--- src/rtl/cgra_sched_pkg.sv ---
// Types and widths shared between the CTA scheduler and the e-block in-flight queue.
package cgra_sched_pkg;

   localparam int MAX_NUM_CTA     = 4;
   localparam int CTA_ID_WIDTH    = $clog2(MAX_NUM_CTA);
   localparam int PC_WIDTH        = 32;
   localparam int MAX_EBLOCK      = 8;
   localparam int EBLOCK_ID_WIDTH = $clog2(MAX_EBLOCK);
   localparam int OCC_WIDTH       = EBLOCK_ID_WIDTH + 1;

   typedef logic [CTA_ID_WIDTH-1:0]    cta_id_t;
   typedef logic [PC_WIDTH-1:0]        pc_t;
   typedef logic [EBLOCK_ID_WIDTH-1:0] eb_id_t;
   typedef logic [OCC_WIDTH-1:0]       occ_t;

   // skipped: a squashed entry stepped over by dispatch without ever issuing
   typedef struct packed {
      logic    valid;
      logic    dispatched;
      logic    skipped;
      logic    done;
      logic    squash;
      logic    mispredict;
      logic    predicted;
      cta_id_t cta_id;
      pc_t     pc;
      eb_id_t  eblock_id;
   } eblock_entry_t;

endpackage

--- src/rtl/eblock_inflight_queue_if.sv ---
// Scheduler / fetch / writeback / commit signal bundle of the e-block in-flight queue.
interface eblock_inflight_queue_if;
   import cgra_sched_pkg::*;

   logic    in_valid;
   logic    in_ready;
   cta_id_t in_cta_id;
   pc_t     in_pc;
   eb_id_t  in_eblock_id;
   logic    in_predicted;

   logic    disp_valid;
   logic    disp_ready;
   cta_id_t disp_cta_id;
   pc_t     disp_pc;
   eb_id_t  disp_eblock_id;

   logic    done_valid;
   eb_id_t  done_eblock_id;
   logic    done_mispredict;

   logic    commit_valid;
   eb_id_t  commit_eblock_id;
   cta_id_t commit_cta_id;
   logic    commit_squashed;

   logic    mispredict_valid;
   cta_id_t mispredict_cta_id;
   occ_t    occupancy;

   modport slave (
      input  in_valid, in_cta_id, in_pc, in_eblock_id, in_predicted,
      input  disp_ready, done_valid, done_eblock_id, done_mispredict,
      output in_ready, disp_valid, disp_cta_id, disp_pc, disp_eblock_id,
      output commit_valid, commit_eblock_id, commit_cta_id, commit_squashed,
      output mispredict_valid, mispredict_cta_id, occupancy
   );

   modport master (
      output in_valid, in_cta_id, in_pc, in_eblock_id, in_predicted,
      output disp_ready, done_valid, done_eblock_id, done_mispredict,
      input  in_ready, disp_valid, disp_cta_id, disp_pc, disp_eblock_id,
      input  commit_valid, commit_eblock_id, commit_cta_id, commit_squashed,
      input  mispredict_valid, mispredict_cta_id, occupancy
   );

endinterface

--- src/rtl/eblock_inflight_queue.sv ---
// In-order e-block tracking queue: allocate, dispatch in order, complete out of order,
// retire in allocation order, and squash younger same-CTA work on a mispredict.
module eblock_inflight_queue
   import cgra_sched_pkg::*;
(
   input  logic                    clk,
   input  logic                    rst,
   eblock_inflight_queue_if.slave  q
);

   eblock_entry_t ent_q [MAX_EBLOCK];
   eblock_entry_t ent_d [MAX_EBLOCK];
   eb_id_t        head_q, head_d, disp_q, disp_d, tail_q, tail_d;
   occ_t          occ_q, occ_d;

   eblock_entry_t head_e, disp_e;
   logic          disp_pend, disp_vld, retire, mp, enq;

   assign head_e    = ent_q[head_q];
   assign disp_e    = ent_q[disp_q];
   assign disp_pend = disp_e.valid && !disp_e.dispatched;
   assign disp_vld  = disp_pend && !disp_e.squash;
   assign retire    = head_e.valid && (head_e.done || (head_e.squash && head_e.skipped));
   assign mp        = retire && head_e.done && head_e.mispredict && head_e.predicted && !head_e.squash;
   assign enq       = q.in_valid && q.in_ready;

   // in_ready looks at pre-retire occupancy so a full queue never bypasses a retiring slot
   assign q.in_ready          = (occ_q != OCC_WIDTH'(MAX_EBLOCK));
   assign q.occupancy         = occ_q;
   assign q.disp_valid        = disp_vld;
   assign q.disp_cta_id       = disp_vld ? disp_e.cta_id    : '0;
   assign q.disp_pc           = disp_vld ? disp_e.pc        : '0;
   assign q.disp_eblock_id    = disp_vld ? disp_e.eblock_id : '0;
   assign q.commit_valid      = retire;
   assign q.commit_eblock_id  = retire ? head_e.eblock_id : '0;
   assign q.commit_cta_id     = retire ? head_e.cta_id    : '0;
   assign q.commit_squashed   = retire && head_e.squash;
   assign q.mispredict_valid  = mp;
   assign q.mispredict_cta_id = mp ? head_e.cta_id : '0;

   always_comb begin
      ent_d  = ent_q;
      head_d = head_q;
      disp_d = disp_q;
      tail_d = tail_q;
      occ_d  = occ_q + OCC_WIDTH'(enq) - OCC_WIDTH'(retire);

      // completions only count for entries actually issued and still outstanding
      if (q.done_valid) begin
         for (int i = 0; i < MAX_EBLOCK; i++) begin
            if (ent_q[i].valid && ent_q[i].dispatched && !ent_q[i].skipped &&
                !ent_q[i].done && ent_q[i].eblock_id == q.done_eblock_id) begin
               ent_d[i].done       = 1'b1;
               ent_d[i].mispredict = q.done_mispredict;
            end
         end
      end

      if (disp_pend && (disp_e.squash || q.disp_ready)) begin
         ent_d[disp_q].dispatched = 1'b1;
         ent_d[disp_q].skipped    = disp_e.squash;
         disp_d                   = disp_q + eb_id_t'(1);
      end

      // everything still live behind the head is younger
      if (mp) begin
         for (int i = 0; i < MAX_EBLOCK; i++) begin
            if (ent_q[i].valid && EBLOCK_ID_WIDTH'(i) != head_q &&
                ent_q[i].cta_id == head_e.cta_id)
               ent_d[i].squash = 1'b1;
         end
      end

      if (retire) begin
         ent_d[head_q] = '0;
         head_d        = head_q + eb_id_t'(1);
      end

      if (enq) begin
         ent_d[tail_q]           = '0;
         ent_d[tail_q].valid     = 1'b1;
         ent_d[tail_q].predicted = q.in_predicted;
         ent_d[tail_q].cta_id    = q.in_cta_id;
         ent_d[tail_q].pc        = q.in_pc;
         ent_d[tail_q].eblock_id = q.in_eblock_id;
         ent_d[tail_q].squash    = mp && (q.in_cta_id == head_e.cta_id);
         tail_d                  = tail_q + eb_id_t'(1);
      end
   end

   always_ff @(posedge clk or posedge rst) begin
      if (rst) begin
         for (int i = 0; i < MAX_EBLOCK; i++) ent_q[i] <= '0;
         head_q <= '0;
         disp_q <= '0;
         tail_q <= '0;
         occ_q  <= '0;
      end else begin
         ent_q  <= ent_d;
         head_q <= head_d;
         disp_q <= disp_d;
         tail_q <= tail_d;
         occ_q  <= occ_d;
      end
   end

endmodule

--- src/flat_wrapper.sv ---
// flat-port wrapper written by rule: the top's interface ports become plain ports
module eblock_inflight_queue_flat import cgra_sched_pkg::*;
  (clk, rst, q_in_valid, q_in_cta_id, q_in_pc, q_in_eblock_id, q_in_predicted, q_disp_ready, q_done_valid, q_done_eblock_id, q_done_mispredict, q_in_ready, q_disp_valid, q_disp_cta_id, q_disp_pc, q_disp_eblock_id, q_commit_valid, q_commit_eblock_id, q_commit_cta_id, q_commit_squashed, q_mispredict_valid, q_mispredict_cta_id, q_occupancy);
  eblock_inflight_queue_if q_i ();
  input  logic clk;
  input  logic rst;
  input wire logic [$bits(q_i.in_valid)-1:0] q_in_valid;
  input wire logic [$bits(q_i.in_cta_id)-1:0] q_in_cta_id;
  input wire logic [$bits(q_i.in_pc)-1:0] q_in_pc;
  input wire logic [$bits(q_i.in_eblock_id)-1:0] q_in_eblock_id;
  input wire logic [$bits(q_i.in_predicted)-1:0] q_in_predicted;
  input wire logic [$bits(q_i.disp_ready)-1:0] q_disp_ready;
  input wire logic [$bits(q_i.done_valid)-1:0] q_done_valid;
  input wire logic [$bits(q_i.done_eblock_id)-1:0] q_done_eblock_id;
  input wire logic [$bits(q_i.done_mispredict)-1:0] q_done_mispredict;
  output wire logic [$bits(q_i.in_ready)-1:0] q_in_ready;
  output wire logic [$bits(q_i.disp_valid)-1:0] q_disp_valid;
  output wire logic [$bits(q_i.disp_cta_id)-1:0] q_disp_cta_id;
  output wire logic [$bits(q_i.disp_pc)-1:0] q_disp_pc;
  output wire logic [$bits(q_i.disp_eblock_id)-1:0] q_disp_eblock_id;
  output wire logic [$bits(q_i.commit_valid)-1:0] q_commit_valid;
  output wire logic [$bits(q_i.commit_eblock_id)-1:0] q_commit_eblock_id;
  output wire logic [$bits(q_i.commit_cta_id)-1:0] q_commit_cta_id;
  output wire logic [$bits(q_i.commit_squashed)-1:0] q_commit_squashed;
  output wire logic [$bits(q_i.mispredict_valid)-1:0] q_mispredict_valid;
  output wire logic [$bits(q_i.mispredict_cta_id)-1:0] q_mispredict_cta_id;
  output wire logic [$bits(q_i.occupancy)-1:0] q_occupancy;
  assign q_i.in_valid = q_in_valid;
  assign q_i.in_cta_id = q_in_cta_id;
  assign q_i.in_pc = q_in_pc;
  assign q_i.in_eblock_id = q_in_eblock_id;
  assign q_i.in_predicted = q_in_predicted;
  assign q_i.disp_ready = q_disp_ready;
  assign q_i.done_valid = q_done_valid;
  assign q_i.done_eblock_id = q_done_eblock_id;
  assign q_i.done_mispredict = q_done_mispredict;
  assign q_in_ready = q_i.in_ready;
  assign q_disp_valid = q_i.disp_valid;
  assign q_disp_cta_id = q_i.disp_cta_id;
  assign q_disp_pc = q_i.disp_pc;
  assign q_disp_eblock_id = q_i.disp_eblock_id;
  assign q_commit_valid = q_i.commit_valid;
  assign q_commit_eblock_id = q_i.commit_eblock_id;
  assign q_commit_cta_id = q_i.commit_cta_id;
  assign q_commit_squashed = q_i.commit_squashed;
  assign q_mispredict_valid = q_i.mispredict_valid;
  assign q_mispredict_cta_id = q_i.mispredict_cta_id;
  assign q_occupancy = q_i.occupancy;
  eblock_inflight_queue u_core (.clk(clk), .rst(rst), .q(q_i));
endmodule
--- config.mk ---
export PLATFORM = sky130hd
export DESIGN_NAME = eblock_inflight_queue_flat
export DESIGN_NICKNAME = d
export VERILOG_FILES = /design/src/rtl/cgra_sched_pkg.sv /design/src/rtl/eblock_inflight_queue_if.sv /design/src/rtl/eblock_inflight_queue.sv /design/src/flat_wrapper.sv
export SDC_FILE = /design/constraint.sdc
export NUM_CORES = 1
export LEC_CHECK = 0
export ABC_CLOCK_PERIOD_IN_PS = 15200
export CORE_ASPECT_RATIO = 1.5
export CORE_MARGIN = 1.5
export CORE_UTILIZATION = 36
export DETAILED_ROUTE_END_ITERATION = 12
export DONT_BUFFER_PORTS = 1
export PLACE_DENSITY = 0.54
export SLEW_MARGIN = 20
export SYNTH_ARGS = -nofsm -noshare
export SYNTH_HDL_FRONTEND = slang
export SYNTH_SLANG_ARGS = --single-unit
export TNS_END_PERCENT = 1
--- constraint.sdc ---
create_clock -name clk -period 15.2 [get_ports clk]
set_input_delay 3.04 -clock clk [delete_from_list [all_inputs] [get_ports clk]]
set_output_delay 3.04 -clock clk [all_outputs]
set_load 0.1 [all_outputs]
* After elaboration in Yosys (flattened, before gate mapping)
Cells that the tools add are included.
Operators by class: add/subtract/negate cells 5, $lt $le $gt $ge 6, equal/unequal tests 25, muxes and demuxes 91, bitwise logic cells 7, reductions and logical operators 85
Operators with widths (number):
- $bwmux 352 | 8
- $demux 44 s3 | 10
- $mux 352 | 3
- $and 352x352->352 | 2
- $not 352->352 | 2
- $mux 44 | 7
- $bmux 44 s3 | 2
- $logic_and 1x1->1 | 63
- $mux 1 | 48
- $mux 43 | 1
- $mux 42 | 1
- $mux 40 | 1
- $mux 38 | 1
- $mux 37 | 1
- $mux 35 | 1
- $mux 32 | 1
- $eq 3x3->1 | 8
- $logic_not 1->1 | 19
- $eq 2x2->1 | 9
- $ge 4x4->1 const B | 3
- $lt 4x1->1 const B | 3
- $ne 3x3->1 const A | 4
- $not 3->4 | 3
- $add 3x1->3 const B | 3
- other kinds (9) | 15
Word-level totals: register bits 365, input bits 47, logic and storage cells 303

* Longest topological paths before layout
Gate-level depths: netlist of run 1.
depth in word-level cells 22, depth in mapped cells 14, mapped depth without buffers 11

* Worst setup path before layout of run 1
Ideal clock, no wire load.
path kind reg-to-output, start point reg u_core.head_q[2], end point out q_mispredict_cta_id[0], arrival 4.424 ns, data required time 12.160 ns, setup slack 7.736 ns, cell stages (with the launch flop) 8, path buffers 3, cell sequence dfrtp_1 -> buf_2 -> buf_1 -> mux4_2 -> a21oi_1 -> nor4b_2 -> clkbuf_1 -> nor2b_1
Between the ends: cells in the longest elaborated chain, start to end 12, elaborated cells between the ends (all ways) 13, those cells by class 4 x mux; 1 x bitwise; 8 x reduce/logical
RTL lines:
- start: declaration | RTL line eblock_inflight_queue.sv:13 | eb_id_t head_q, head_d, disp_q, disp_d, tail_q, tail_d;
- start signal: assignment | RTL line eblock_inflight_queue.sv:94 | head_q <= '0;
- start signal: assignment | RTL line eblock_inflight_queue.sv:100 | head_q <= head_d;
- $not 3->4 (not written as such) * | RTL line eblock_inflight_queue.sv:19 | assign head_e = ent_q[head_q];
- $bmux 44 s3 * | RTL line eblock_inflight_queue.sv:19
- $mux 44 (not written as such) * (2 in a row) | RTL line eblock_inflight_queue.sv:19
- $logic_and 1x1->1 | RTL line eblock_inflight_queue.sv:23 | assign retire = head_e.valid && (head_e.done || (head_e.squash && head_e.skipped));
- $logic_or 1x1->1 | RTL line eblock_inflight_queue.sv:23
- $logic_and 1x1->1 | RTL line eblock_inflight_queue.sv:23
- $logic_and 1x1->1 (3 in a row) | RTL line eblock_inflight_queue.sv:24 | assign mp = retire && head_e.done && head_e.mispredict && head_e.predicted && !head_e.squash;
- $logic_and 1x1->1 * | RTL line eblock_inflight_queue.sv:24
- via q_mispredict_valid | RTL line flat_wrapper.sv:25 | output wire logic [$bits(q_i.mispredict_valid)-1:0] q_mispredict_valid;
- $mux 2 * | RTL line eblock_inflight_queue.sv:39 | assign q.mispredict_cta_id = mp ? head_e.cta_id : '0;
- end: declaration | RTL line flat_wrapper.sv:26 | output wire logic [$bits(q_i.mispredict_cta_id)-1:0] q_mispredict_cta_id;
Mark *: on every way through the listed nets, which the timed path passes. The rest lies on a longest branch. The select of a mux whose other input is x is not followed.

* Final worst setup path of run 1
start point reg u_core.disp_q[2], end point out q_disp_pc[19]
Between the ends: cells in the longest elaborated chain, start to end 8, elaborated cells between the ends (all ways) 9, those cells by class 4 x mux; 1 x bitwise; 4 x reduce/logical
RTL lines:
- start: declaration | RTL line eblock_inflight_queue.sv:13
- start signal: assignment | RTL line eblock_inflight_queue.sv:101 | disp_q <= disp_d;
- $not 3->4 (not written as such) * | RTL line eblock_inflight_queue.sv:20 | assign disp_e = ent_q[disp_q];
- $bmux 44 s3 * | RTL line eblock_inflight_queue.sv:20
- $mux 44 (not written as such) * (2 in a row) | RTL line eblock_inflight_queue.sv:20
- $logic_not 1->1 | RTL line eblock_inflight_queue.sv:21 | assign disp_pend = disp_e.valid && !disp_e.dispatched;
- $logic_and 1x1->1 | RTL line eblock_inflight_queue.sv:21
- $logic_and 1x1->1 | RTL line eblock_inflight_queue.sv:22 | assign disp_vld = disp_pend && !disp_e.squash;
- $mux 32 * | RTL line eblock_inflight_queue.sv:32 | assign q.disp_pc = disp_vld ? disp_e.pc : '0;
- end: declaration | RTL line flat_wrapper.sv:19 | output wire logic [$bits(q_i.disp_pc)-1:0] q_disp_pc;
Every way passes the cells marked *; elsewhere a longest branch is shown, timed or not. The select of a mux whose other input is x is not followed.

==> impl_metrics.csv, run 1 <==
group,metric,value,unit
outcome,status,"finished, final reports clean",
cts,cts_tree,"yes",
grt,grt_max_degree,173,
grt,grt_util_all_layers,21.7,%
grt,first_global_vias,12768,
grt,antenna_found_initial,0,
routing,wirelength,53900,um
logic_synthesis,muxShareOfSynthArea,15.2,%
setup_path,worst-path-stages,7,
logic_synthesis,synth_area,0.0176,mm^2
cts,cts.path.max_buffers,3,
cts,clkSinkCount,365,
cts,clk_pin_slew,0.06,ns
sta,tightest_slew,1.17,ns
logic_synthesis,avgSynthCellArea,12.4,um^2
logic_synthesis,netlist-cell-type-count,57,
logic_synthesis,synth-seq-area-share,51.9,%
placement,dp_hpwl,30700,um
sta,slew_viol_final,0,
logic_synthesis,yosys_warnings,0,
layout,drive_above_1_share,18.6,%
setup_path,cp.arrival,5.45,ns
logic_synthesis,yosys.area.top_type,"dfrtp_1",
logic_synthesis,yosys.area_share.simple,8.37,%
logic_synthesis,synthAdderAreaFrac,1.04,%
floorplanning,pin_count,100,
placement,place_congestion,0.841,
logic_synthesis,synth.area.top_cells,"dfrtp_1 (52%), a22o_1 (13%), mux4_2 (11%)",
worst_hold_path,hold_depth,2,
logic_synthesis,synthCells,1420,
run,max-cap-violations,0,
logic_synthesis,synth_nets,1481,
logic_synthesis,synth-seq-cells,365,
setup_path,critPathKind,"reg -> out",
setup_path,crit_required,12.16,ns
routing,drt_iter0_markers,945,
cts,htree_levels,2,
logic_synthesis,yosys-top-cells-count,"dfrtp_1 (365), a22o_1 (266), nand2_1 (122)",
grt,grt-ovfl-total,0,
logic_synthesis,synth-xor-area-share,2.39,%
layout,ff_latch_area,0.00915,mm^2
layout,num_antenna_cells,0,
setup_path,worst-path-buf-inv,2,
setup_path,slowest_delay,0.98,ns
sta,relSlewSlack,21.9,%
layout,fin_nets,1391,
cts,insertion_delay,0.55,ns
logic_synthesis,synth_ff_type,"dfrtp_1",
sta,fin_setup_tns,0,ns
setup_path,rr_worst_depth,10,
layout,multi_input_area,0.00787,mm^2
cts,cts-root-buf,"clkbuf_16",
routing,wl_per_cell,26.8,um
routing,drc_errors,0,
floorplanning,design.core.area,0.0484,mm^2
floorplanning,die_w,183,um
logic_synthesis,yosysMostFrequentCell,"dfrtp_1",
sta,rsz0062_at_grt,"false",
sta,post-route-min-period,8.49,ns
grt,grt_pass1_wl,82800,um
floorplanning,num_rows,99,
routing,first_pass_iters,6,
floorplanning,dieArea,0.0502,mm^2
logic_synthesis,synth_top_family_by_area,"compound AO/OA/AOI/OAI gates",
cts,cts_buffers,37,
sta,finalSetupViolCount,0,
setup_path,crit_path_cell_trace,"buf_4 > mux2i_1 > mux2_2 > o211ai_1 > nand3b_1 > buf_4 > nor2_2",
routing,final_antenna_net_count,0,
routing,vias_per_cell,5.96,
sta,period_share,55.9,%
layout,area_delta_synth_final,10.5,%
cts,post_cts_buffers,0,
cts,postCtsHoldBufs,0,
setup_path,end_kind,"primary output",
floorplanning,fp.dieH,274,um
cts,post_cts_resized,0,
setup_path,cp_max_fo,47,
layout,num-fill-cells,4512,
sta,fmax,118,MHz
logic_synthesis,synthArstFlopShare,100,%
sta,skew,0.0187,ns
logic_synthesis,synth_edf_count,0,
logic_synthesis,yosys.area.top_type_share,51.9,%
setup_path,path_common_cell,"buf_4",
setup_path,cpLargestDelayFamily,"simple AND/OR/NAND/NOR gates",
placement,port_buffers,0,
sta,hold_violations,0,
setup_path,start_kind,"flop",
logic_synthesis,synth_compound_area_share,16.5,%
floorplanning,initial_core_util,36.3,%
worst_hold_path,hp-class,"reg -> reg",
routing,vias,11970,
setup_path,critPathSlowestCell,"nand3b_1",
## layout make-up
| type | instances | area share, % |
|---|---|---|
| well taps | 656 | 4.22 |
| flip-flops and latches | 365 | 47.1 |
| inverters | 16 | 0.361 |
| multi-input cells | 883 | 40.5 |
| repair buffers | 27 | 1.17 |
| clock inverters | 14 | 1.42 |
| clock buffers | 47 | 5.27 |
## cell families after synthesis
kind of cell               after synthesis
AOI/OAI and AO/OA                      344
xor gates and xnor gates                48
adders and majority gates               14
buffers and inverters                  172
DFF                                    365
muxes                                  156
and+or+nand+nor                        321
## worst paths after layout
kind	from	endpoint	slack [ns]
min	u_core.ent_q[150]	u_core.ent_q[150]	0.49
min in group asynchronous	rst	u_core.ent_q[55]	2.51
max	u_core.disp_q[2]	q_disp_pc[19]	6.71
max reg2reg	u_core.q.occupancy[3]	u_core.ent_q[226]	10.28
min reg2reg	u_core.ent_q[150]	u_core.ent_q[150]	0.49
max in group asynchronous	rst	u_core.disp_q[0]	10.15
## routing by layer
layer  track usage, %  part of all wire, %  vias up
met5                0                    0        -
met1             27.2                   40     6389
met3             3.45                  5.3      104
met2             37.6                   51      392
met4             8.22                  3.5        0
li1                 -                    -     5085
## per-stage QoR
stage | setup WS, ns | cells | util, % | hold WS [ns] | area, um^2
after detailed placement | 7.31 | 1947 | 37.4 | 0.476 | 18100
final | 6.71 | 2008 | 40.1 | 0.493 | 19400
after CTS | 6.75 | 2008 | 40.1 | 0.496 | 19400
after floorplan | 2.03 | 1420 | - | 0.461 | 17600
after global routing | 6.58 | 2008 | 40.1 | 0.508 | 19400
after global placement | 7.42 | 1946 | 37.3 | 0.473 | 18100
## registers in the layout, summed over array words and instances, names as in the netlist
name and count:
u_core.ent_q 352, u_core.disp_q 3, u_core.tail_q 3, u_core.q.occupancy 4, u_core.head_q 3
## tightest hold or removal path: stages (launching register included)
cell and delay (ns):
dfrtp_1 0.34, nand3_1 0.06, nand2_1 0.06
## cells in the final DEF (no fill, tap or decap), drive strengths merged, types with 3 or more instances in the layout
| cell type | count |
|---|---|
| dfrtp | 365 |
| mux2 | 8 |
| buf | 27 |
| mux4 | 88 |
| nor3 | 5 |
| ha | 13 |
| nand2 | 122 |
| nor2 | 81 |
| bufinv | 7 |
| xnor2 | 17 |
| o22ai | 3 |
| a31oi | 7 |
| clkbuf | 47 |
| mux2i | 60 |
| o21ai | 14 |
| nor4 | 8 |
| xor2 | 31 |
| a21boi | 4 |
| nand2b | 7 |
| nand4 | 13 |
| a21oi | 8 |
| a21o | 8 |
| o211ai | 4 |
| nor2b | 5 |
| nand3 | 46 |
| and2 | 4 |
| and2b | 4 |
| o21a | 8 |
| or3 | 11 |
| o211a | 8 |
| inv | 20 |
| nand3b | 4 |
| a22o | 266 |
| and3 | 4 |
Power of run 1 is not shown: default switching activity piles up to over one toggle a cycle in this logic, so the estimate is an artifact.
==> run 2: changes to the inputs <==
Settings changed: ABC_CLOCK_PERIOD_IN_PS 15200 to 8900.
Clock period 15.2 ns to 8.9 ns, I/O delays scaled along.
==> run 2 against run 1 <==
First-iteration DRC count increased by 3.5%. Cell count rose by 0.70%. Flip-flop and latch count is the same. Critical path depth fell by 2. Routed wire length rose by 0.43%. Register-to-register slack lost 6.4 ns. Hold slack lost 0.0036 ns. Non-clock buffer count is 3 higher.
==> impl_metrics.csv, run 2 (synthesis results as in run 1) <==
group,metric,value,unit
sta,layout_setup_ws,2.50,ns
setup_path,cp.arrival,4.62,ns
outcome,status,"finished, final reports clean",
cts,clkSinkCount,365,
routing,vias,12021,
setup_path,end_kind,"primary output",
routing,vias_per_cell,5.95,
routing,final_antenna_net_count,0,
placement,port_buffers,0,
cts,post_cts_buffers,0,
sta,fmax,156,MHz
cts,cts.path.max_buffers,3,
sta,fin_setup_tns,0,ns
sta,skew,0.0146,ns
grt,antenna_found_initial,1,
cts,cts-root-buf,"clkbuf_16",
placement,pre_cts_ws,3.08,ns
cts,cts_tree,"yes",
layout,top_register,"u_core.ent_q",
layout,layout_common_cells,"dfrtp_1 (361), a22o_1 (266), nand2_1 (121)",
routing,drc_errors,0,
cts,post_cts_resized,0,
grt,first_global_vias,12439,
floorplanning,pin_count,100,
placement,dp_hpwl,30700,um
sta,slew_viol_final,0,
grt,grt_pass1_wl,81900,um
floorplanning,num_rows,99,
sta,relSlewSlack,23.4,%
setup_path,critPathKind,"reg -> out",
layout,drive_above_1_share,19.5,%
layout,area_delta_synth_final,11.0,%
sta,finalSetupViolCount,0,
grt,grt_util_all_layers,21.8,%
cts,cts_buffers,39,
cts,htree_levels,2,
setup_path,crit_required,7.12,ns
floorplanning,initial_core_util,36.3,%
run,max-cap-violations,0,
floorplanning,design.core.area,0.0484,mm^2
cts,insertion_delay,0.54,ns
sta,rsz0062_at_grt,"false",
floorplanning,dieArea,0.0502,mm^2
routing,wirelength,54100,um
layout,largest_register_ffs,352,
grt,grt_max_degree,171,
placement,place_congestion,0.870,
routing,drt_iter0_markers,978,
layout,final_core_util,40.3,%
sta,period_share,71.9,%
cts,clk_pin_slew,0.06,ns
layout,num_antenna_cells,0,
routing,wl_per_cell,26.8,um
cts,postCtsHoldBufs,0,
worst_hold_path,hp-class,"reg -> reg",
sta,tightest_slew,1.15,ns
sta,post-route-min-period,6.40,ns
routing,first_pass_iters,5,
layout,final_common_cell,"dfrtp_1",
floorplanning,fp.dieH,274,um
setup_path,start_kind,"flop",
setup_path,cp_max_fo,40,
layout,fin_nets,1396,
floorplanning,die_w,183,um
sta,hold_violations,0,
grt,grt-ovfl-total,0,
## run 2: cell types whose count changed in the layout (fill, tap and decap cells not counted), moves of 3 or more
cell | previous run | this run
clkbuf_16 | 37 | 40
clkinvlp_4 | 1 | 5
clkinv_2 | 2 | 10
buf_4 | 25 | 28
## run 2: area by class of cell
type / count / area, um^2
fill: 4451 / 28900
sequential: 365 / 9150
multi-input combinational: 883 / 7870
clock buffer: 50 / 1120
tap: 656 / 821
clock inverter: 22 / 264
timing repair buffer: 30 / 241
inverter: 16 / 66.3
## run 2: path summary, 6_finish.rpt
path | start | end | slack, ns | depth (start not counted)
min in group asynchronous | rst | u_core.head_q[2] | 1.36 | 2
min | u_core.ent_q[155] | u_core.ent_q[155] | 0.49 | 2
max in group asynchronous | rst | u_core.ent_q[153] | 6.05 | 3
max | u_core.head_q[0] | q_mispredict_cta_id[0] | 2.50 | 5
min reg2reg | u_core.ent_q[155] | u_core.ent_q[155] | 0.49 | 2
max reg2reg | u_core.q.occupancy[3] | u_core.ent_q[261] | 3.91 | 10
## run 2: worst max-delay path, cell delays in order, from the launching register on
cell,delay [ns]
dfrtp_2,1.02
mux4_2,0.61
mux2_2,0.34
nor4b_4,0.73
buf_4,0.43
nor2b_2,0.91
## run 2: stage by stage
stage                     std cells  hold WS (ns)  instance area (um^2)
after detailed placement       1950         0.476                 18100
final                          2022         0.489                 19500
after CTS                      2022         0.496                 19500
after global routing           2022         0.507                 19500
after global placement         1950         0.473                 18100
after floorplan                1420         0.461                 17600
## run 2: metal layers
metal,global-route usage [%],vias up,part of all wire (%)
met5,0,-,0.017
met4,8.87,2,3.7
met3,3.82,113,6.5
met1,28.5,6328,41
li1,-,5122,-
met2,35.6,456,49
Power of run 2 is left out for the same reason.
==> run 3: changes to the inputs <==
Settings changed: ABC_CLOCK_PERIOD_IN_PS 8900 to 5200, PLACE_DENSITY 0.54 to 0.56.
Clock period 8.9 ns to 5.2 ns, I/O delays scaled along.
==> run 3 against run 2 <==
Flip-flop and latch count stayed put. Routed wire length grew 0.62%. Hold slack gained 0.0031 ns. Sequential share of layout area shrank 0.74 points. Highest routed layer is now met4. Clock skew fell by 0.0018 ns. Count of clock-buffer cells in the layout grew 6.
==> impl_metrics.csv, run 3 (synthesis results as in run 1) <==
group,metric,value,unit
setup_path,critPathKind,"reg -> out",
sta,hold_ws,0.492,ns
layout,design_area,0.0198,mm^2
sta,layout_setup_ws,0.579,ns
setup_path,cp_max_fo,19,
placement,place_congestion,0.889,
cts,post_cts_buffers,0,
sta,relSlewSlack,32.4,%
grt,antenna_found_initial,0,
worst_hold_path,hold_depth,2,
grt,first_global_vias,13246,
layout,largest_register_ffs,352,
routing,vias_per_cell,5.99,
sta,finalSetupViolCount,0,
setup_path,start_kind,"flop",
routing,wirelength,54500,um
setup_path,crit_required,4.16,ns
layout,top_register,"u_core.ent_q",
worst_hold_path,worstHoldEndpoint,"u_core.ent_q[155]",
sta,hold_violations,0,
cts,htree_levels,2,
outcome,status,"finished, final reports clean",
setup_path,rr_worst_depth,9,
setup_path,r2r_end,"u_core.ent_q[328]",
layout,multi_input_area,0.00784,mm^2
floorplanning,num_rows,99,
floorplanning,fp.dieH,274,um
setup_path,end_kind,"primary output",
run,max-cap-violations,0,
cts,cts_buffers,37,
cts,clkSinkCount,365,
cts,postCtsHoldBufs,0,
floorplanning,pin_count,100,
sta,slew_viol_final,0,
worst_hold_path,hp-class,"reg -> reg",
floorplanning,die_w,183,um
grt,grt_pass1_wl,83900,um
cts,post_cts_resized,0,
setup_path,r2r-start,"u_core.head_q[1]",
sta,tightest_slew,1.01,ns
routing,first_pass_iters,6,
cts,cts_tree,"yes",
routing,drc_errors,0,
layout,area_delta_synth_final,12.8,%
setup_path,cp.arrival,3.58,ns
setup_path,critPathSlowestCell,"dfrtp_1",
setup_path,worst-r2r-setup-slack,1.19,ns
sta,fmax,216,MHz
layout,layout_common_cells,"dfrtp_1 (361), a22o_1 (266), nand2_1 (121)",
routing,drt_iter0_markers,1117,
floorplanning,initial_core_util,36.3,%
routing,vias,12414,
setup_path,crit_path_cell_trace,"inv_1 > mux2_2 > a221oi_2 > or2_1 > inv_4 > and2_1 > buf_4",
cts,insertion_delay,0.54,ns
layout,ff_latch_area,0.00915,mm^2
floorplanning,design.core.area,0.0484,mm^2
sta,period_share,88.9,%
layout,final_common_cell,"dfrtp_1",
grt,grt_util_all_layers,22.0,%
grt,grt_max_degree,149,
floorplanning,dieArea,0.0502,mm^2
layout,num-fill-cells,4548,
placement,port_buffers,0,
worst_hold_path,min_from,"u_core.ent_q[155]",
sta,skew,0.0129,ns
setup_path,slowest_delay,0.83,ns
cts,cts.path.max_buffers,3,
sta,post-route-min-period,4.62,ns
routing,wl_per_cell,26.3,um
placement,dp_hpwl,32400,um
grt,grt-ovfl-total,0,
placement,place_area,0.0186,mm^2
layout,drive_above_1_share,22.1,%
cts,cts-root-buf,"clkbuf_16",
placement,pre_cts_ws,1.18,ns
cts,clk_pin_slew,0.07,ns
routing,final_antenna_net_count,0,
sta,rsz0062_at_grt,"false",
layout,fin_nets,1452,
layout,num_antenna_cells,0,
[run 3: worst max-delay path by stage]
stage | from | end
finish | u_core.head_q[1] | q_commit_squashed
global route | u_core.head_q[1] | q_commit_squashed
CTS | u_core.head_q[1] | q_commit_squashed
detailed placement | u_core.head_q[1] | q_commit_squashed
global placement | u_core.head_q[0] | q_commit_squashed
floorplan | rst | u_core.disp_q[0]
[run 3: area by class of cell]
type | instances | area share (%)
tap | 656 | 4.14
multi-input combinational | 883 | 39.5
clock buffer | 56 | 5.69
inverter | 16 | 0.334
clock inverter | 10 | 0.536
sequential | 365 | 46.1
timing repair buffer | 88 | 3.66
[run 3: worst max-delay path, delay by kind of cell (launching register included)]
family / cells / cell delay, ns
simple gates: 2 / 0.55
buf+inv: 3 / 0.92
compound gates: 1 / 0.28
flops: 1 / 0.83
mux: 1 / 0.45
[run 3: routing by layer]
metal | track usage, % | part of all wire (%) | wire length, um
met2 | 37.4 | 50 | 27200
met4 | 9.88 | 4.3 | 2350
met5 | 0 | 0 | 0
met3 | 3.15 | 6.2 | 3400
met1 | 27.8 | 40 | 21500
[run 3: per-stage QoR]
| step | instances | util, % | TNS (ns) |
|---|---|---|---|
| after floorplan | 1420 | - | -268.98 |
| after global placement | 2008 | 38.4 | 0 |
| after detailed placement | 2008 | 38.4 | 0 |
| after CTS | 2074 | 41.0 | 0 |
| after global routing | 2074 | 41.0 | 0 |
| final | 2074 | 41.0 | 0 |
Power of run 3 is left out for the same reason.
